<file path="src/rtl/branch_unit.sv">
// Registered branch resolution unit: condition-code capture, branch evaluation, next-PC pulse.
// Optional return-address stack enabled by defining BRANCH_RAS_EN.
module branch_unit #(
  parameter int ADDR_W    = 8,
  parameter int DATA_W    = 16,
  parameter int INSTR_W   = 16,
  parameter int RAS_DEPTH = 4
) (
  input  logic               clk,
  input  logic               reset,
  input  logic               instr_valid,
  input  logic [INSTR_W-1:0] instruction,
  input  logic [ADDR_W-1:0]  pc_in,
  input  logic               alu_valid,
  input  logic [DATA_W-1:0]  alu_result,
  output logic [ADDR_W-1:0]  new_pc,
  output logic               pc_load,
  output logic               br_valid,
  output logic               ras_err
);

  logic [1:0]        cc_reg;
  logic [1:0]        alu_code;
  logic [1:0]        code;
  logic [1:0]        opcode;
  logic [1:0]        cond;
  logic [ADDR_W-1:0] target;
  logic              call_bit;
  logic              ret_bit;
  logic              is_branch;
  logic [ADDR_W-1:0] pc_next;
  logic              taken_next;
  logic [ADDR_W-1:0] dest_next;
  logic              err_next;
  logic              unused_instr;

  assign opcode       = instruction[1:0];
  assign cond         = instruction[3:2];
  assign target       = instruction[ADDR_W+3:4];
  assign call_bit     = instruction[ADDR_W+4];
  assign ret_bit      = instruction[ADDR_W+5];
  assign unused_instr = ^instruction;

  assign is_branch = instr_valid && (opcode == 2'b10);
  assign pc_next   = pc_in + ADDR_W'(1);

  always_comb begin
    alu_code = 2'd3;
    if (alu_result == DATA_W'(0))      alu_code = 2'd0;
    else if (alu_result == DATA_W'(1)) alu_code = 2'd1;
    else if (alu_result == DATA_W'(2)) alu_code = 2'd2;
  end

  // Same-cycle compare result wins over the stored code.
  assign code = alu_valid ? alu_code : cc_reg;

`ifdef BRANCH_RAS_EN
  localparam int PTR_W = (RAS_DEPTH > 1) ? $clog2(RAS_DEPTH) : 1;
  localparam int CNT_W = $clog2(RAS_DEPTH + 1);

  logic [ADDR_W-1:0] ras_mem [RAS_DEPTH];
  logic [PTR_W-1:0]  ptr_reg;
  logic [PTR_W-1:0]  ptr_inc;
  logic [PTR_W-1:0]  ptr_dec;
  logic [CNT_W-1:0]  count_reg;
  logic              do_push;
  logic              do_pop;
  logic              ras_empty;
  logic              ras_err_reg;

  assign do_push   = is_branch && (cond == 2'd3) && call_bit;
  assign do_pop    = is_branch && (cond == 2'd3) && !call_bit && ret_bit;
  assign ras_empty = (count_reg == '0);
  assign ptr_inc   = (ptr_reg == PTR_W'(RAS_DEPTH - 1)) ? '0 : ptr_reg + PTR_W'(1);
  assign ptr_dec   = (ptr_reg == '0) ? PTR_W'(RAS_DEPTH - 1) : ptr_reg - PTR_W'(1);

  // ptr_reg is the next write slot; a full push overwrites the oldest entry.
  always_ff @(posedge clk) begin
    if (!reset && do_push) ras_mem[ptr_reg] <= pc_next;
  end

  always_ff @(posedge clk) begin
    if (reset) begin
      ptr_reg     <= '0;
      count_reg   <= '0;
      ras_err_reg <= 1'b0;
    end else begin
      ras_err_reg <= err_next;
      if (do_push) begin
        ptr_reg <= ptr_inc;
        if (count_reg != CNT_W'(RAS_DEPTH)) count_reg <= count_reg + CNT_W'(1);
      end else if (do_pop && !ras_empty) begin
        ptr_reg   <= ptr_dec;
        count_reg <= count_reg - CNT_W'(1);
      end
    end
  end

  assign ras_err = ras_err_reg;

  always_comb begin
    taken_next = (cond == 2'd3) || (code == cond);
    dest_next  = target;
    err_next   = 1'b0;
    if (do_pop) begin
      if (ras_empty) begin
        taken_next = 1'b0;
        err_next   = is_branch;
      end else begin
        dest_next = ras_mem[ptr_dec];
      end
    end
  end
`else
  assign ras_err = 1'b0;

  always_comb begin
    taken_next = (cond == 2'd3) || (code == cond);
    dest_next  = target;
    err_next   = 1'b0;
  end
`endif

  always_ff @(posedge clk) begin
    if (reset) begin
      cc_reg   <= 2'd3;
      new_pc   <= '0;
      pc_load  <= 1'b0;
      br_valid <= 1'b0;
    end else begin
      if (alu_valid) cc_reg <= alu_code;
      pc_load  <= is_branch && taken_next;
      br_valid <= is_branch;
      if (is_branch) new_pc <= taken_next ? dest_next : pc_next;
    end
  end

endmodule

</file>
<file path="config.mk">
export PLATFORM = sky130hd
export DESIGN_NAME = branch_unit
export DESIGN_NICKNAME = d
export VERILOG_FILES = /design/src/rtl/branch_unit.sv
export SDC_FILE = /design/constraint.sdc
export NUM_CORES = 1
export LEC_CHECK = 0
export BUFFER_PORTS_ARGS = -buffer_cell sky130_fd_sc_hd__buf_2
export CAP_MARGIN = 20
export CORE_MARGIN = 3
export CORE_UTILIZATION = 43
export CTS_CLUSTER_DIAMETER = 60
export DETAILED_ROUTE_END_ITERATION = 10
export GPL_ROUTABILITY_DRIVEN = 0
export GPL_TIMING_DRIVEN = 0
export PLACE_DENSITY = 0.83
export SYNTH_ARGS = -nofsm -noshare
export SYNTH_HDL_FRONTEND = slang
export SYNTH_SLANG_ARGS = --single-unit
</file>
<file path="constraint.sdc">
create_clock -name clk -period 5.44 [get_ports clk]
set_input_delay 0.816 -clock clk [delete_from_list [all_inputs] [get_ports clk]]
set_output_delay 0.816 -clock clk [all_outputs]
set_load 0.02 [all_outputs]
</file>
==> metrics.cfg <==
[clocking]
cts_buffers = 3
cts.sink_count = 12
cts_setup_buffers = 0
ctsRootBufferMaster = clkbuf_4
hold_buffers = 0
h-tree-depth = 1
cts_resized = 0
worstSkewPairLatency_ps = 280
cts_tree = done
clk_path_buf_depth = 2
clk_pin_slew_ps = 80

[worst_setup_path]
cp.required_ps = 5630
r2r-start = cc_reg[0]
worst_ep_arrival_time_ps = 2770
reg2reg_to = new_pc[1]
cp-end-kind = register
cp_max_fo = 10
r2r_cells = 7
crit_path_start_kind = primary input
worstSetupPathType = primary input to register
reg2reg_slack_ps = 3470

[yosys]
yosysSeqAreaShare = 0.306
synth_top_area_cell = dfxtp_1
yosys.area_share.simple = 0.351
synth-adder-area-share = 0.0159
synth_xor_area_frac = 0.0670
syn_inst = 85
syn-cell-area_um2 = 785
synth_area_leaders = dfxtp_1, nor4b_4, o41ai_1
synth_seq_cells = 12
ys.warnings.count = 0
synth_compound_area_frac = 0.190
synthMuxAreaShare = 0.0128
synth_top_family_by_area = simple AND/OR/NAND/NOR gates
yosys.area.top_type_share = 0.306
syn-num-nets = 130
synth_cell_types = 33
syn_avg_cell_area_um2 = 9.23

[global_routing]
antenna_found_initial = 0
groute.usage.overall = 0.162
grt_pass1_vias = 744
grt_max_degree = 11
grt_pass1_wl_um = 3080
globalRouteOverflowTotal = 0

[sta]
hold_viol = 0
tns_ps = 0
slew_violations = 0
max_slew_margin = 0.567
fin_worst_skew_ps = 5.60
fin_crit_sh = 0.474
finalSetupViolations = 0
period_minus_slack_ps = 2580
rsz0062_at_grt = no
max_freq_mhz = 388
worst_pin_slew_ps = 648

[run_status]
status = complete, no violations

[die]
dieHeight_um = 48.7
num_rows = 14
core_mm2 = 0.00161
io_pins = 55
fp.dieArea_mm2 = 0.00237
die_w_um = 48.7
start_util = 0.487

[routing]
wl_per_cell_um = 11.6
routed_via_density = 5.20
dr.pass1.iters = 4
wl_met3_um = 152
drcViolationCount = 0
drt-total-wl_um = 1880
ant_nets = 0
vias = 842
highest_layer = met4
drt_iter0_drc = 4
dr_wl_met2_um = 882
met1_length_um = 804

[min_path]
whs_endpoint = new_pc[2]
holdPathStages = 2
hold_class = register to register
hp-start = new_pc[2]

[place]
postPlaceCellArea_mm2 = 0.00106
place_hpwl_um = 1570
port_buffers = 49

[layout]
diodes = 0
layout-drive-gt1-share = 0.457
largest_reg_flops = 8
final_nets = 184
nFillCells = 161
fin_area_mm2 = 0.00110
area_delta_synth_final_pct = 39.7

[power]
leakage_nw = 0.483
powerDensity_mw_per_mm2 = 194
ir_drop_uv = 101

[run]
drv_cap = 0

## per-stage QoR
stage	worst slack, ps	utilization	hold slack (ps)	power (mW)	cells
floorplan	2850	-	504	0.119	85
finish	2860	0.680	450	0.213	162
detailed placement	2580	0.658	440	0.143	158
global placement	2640	0.658	436	0.142	158
global route	2710	0.680	476	0.225	162
CTS	2850	0.680	451	0.214	162
## logic make-up after synthesis
| logic type | after synthesis |
|---|---|
| simple gates | 37 |
| compound gates | 21 |
| flops | 12 |
| xor+xnor | 6 |
| buf+inv | 6 |
| fa+ha+maj | 1 |
| other cells | 1 |
| mux | 1 |
## cells in the mapped netlist
library cell / number
ha_1: 1
or2_1: 2
nor4_1: 2
xnor2_1: 3
nand3_1: 2
nor4_4: 1
clkbuf_1: 2
a21o_1: 2
o41ai_1: 5
buf_6: 2
and3b_1: 2
a211oi_1: 1
buf_1: 1
xor2_1: 3
nor2_1: 4
a21oi_1: 7
o211ai_1: 5
nand4_1: 3
and4_1: 1
conb_1: 1
or2_2: 1
mux2i_1: 1
nor3_1: 2
and3_1: 2
nor3b_1: 1
nor4b_4: 2
nand2_1: 7
nor4_2: 2
dfxtp_1: 12
buf_4: 1
or4_4: 1
a311o_1: 1
nand2b_1: 2
## where the power goes
part	internal, mW	switching (mW)	total, mW
Combinational	0.0241	0.0257	0.0498
Clock	0.0407	0.0307	0.0714
Sequential	0.0906	0.00103	0.0916
Total	0.155	0.0574	0.213
## metal layers
| layer | GRT usage | vias up |
|---|---|---|
| met1 | 0.198 | 368 |
| met2 | 0.274 | 36 |
| met4 | 0.0853 | 0 |
| met5 | 0 | - |
| met3 | 0.0215 | 5 |
| li1 | - | 433 |
## placed cells by master (no fill, tap or decap)
cell type and instances:
buf_2 49, dfxtp_1 12, nand2_1 7, a21oi_1 7
o41ai_1 5, o211ai_1 5, nor2_1 4, nand4_1 3
xor2_1 3, xnor2_1 3, clkbuf_4 3, nor4b_4 2
nor4_2 2, nor4_1 2, nand2b_1 2, or2_1 2
and3b_1 2, buf_6 2, clkbuf_1 2, and3_1 2
nor3_1 2, a21o_1 2, nand3_1 2, or2_2 1
nor4_4 1, buf_1 1, or4_4 1, mux2i_1 1
a211oi_1 1, and4_1 1, nor3b_1 1, a311o_1 1
ha_1 1, buf_4 1, conb_1 1, clkbuf_8 1
## how the worst max path moves through the flow
stage,from,end,slack [ps],cells after the start
2_1_floorplan,alu_result[13],new_pc[1],2850,8
3_3_place_gp,alu_result[13],new_pc[1],2640,9
3_5_place_dp,alu_result[13],new_pc[1],2580,9
4_1_cts,alu_result[13],new_pc[1],2850,9
5_1_grt,alu_result[13],new_pc[1],2710,9
6_report,alu_result[13],new_pc[1],2860,9
## final cells by class
| class | instances | area [um2] | area share |
|---|---|---|---|
| repair buffers | 49 | 245 | 0.224 |
| clock buffers | 4 | 36.3 | 0.0331 |
| multi-input cells | 67 | 503 | 0.459 |
| well taps | 24 | 30.0 | 0.0274 |
| plain buffers | 6 | 41.3 | 0.0377 |
| flip-flops and latches | 12 | 240 | 0.219 |
## worst max-delay path, stage by stage
cell	delay (ps)
buf_2	100
nor4_2	310
nand4_1	190
and3b_1	230
buf_6	120
or4_4	480
buf_6	160
mux2i_1	120
a211oi_1	240
(Power assumes the default switching activity.)
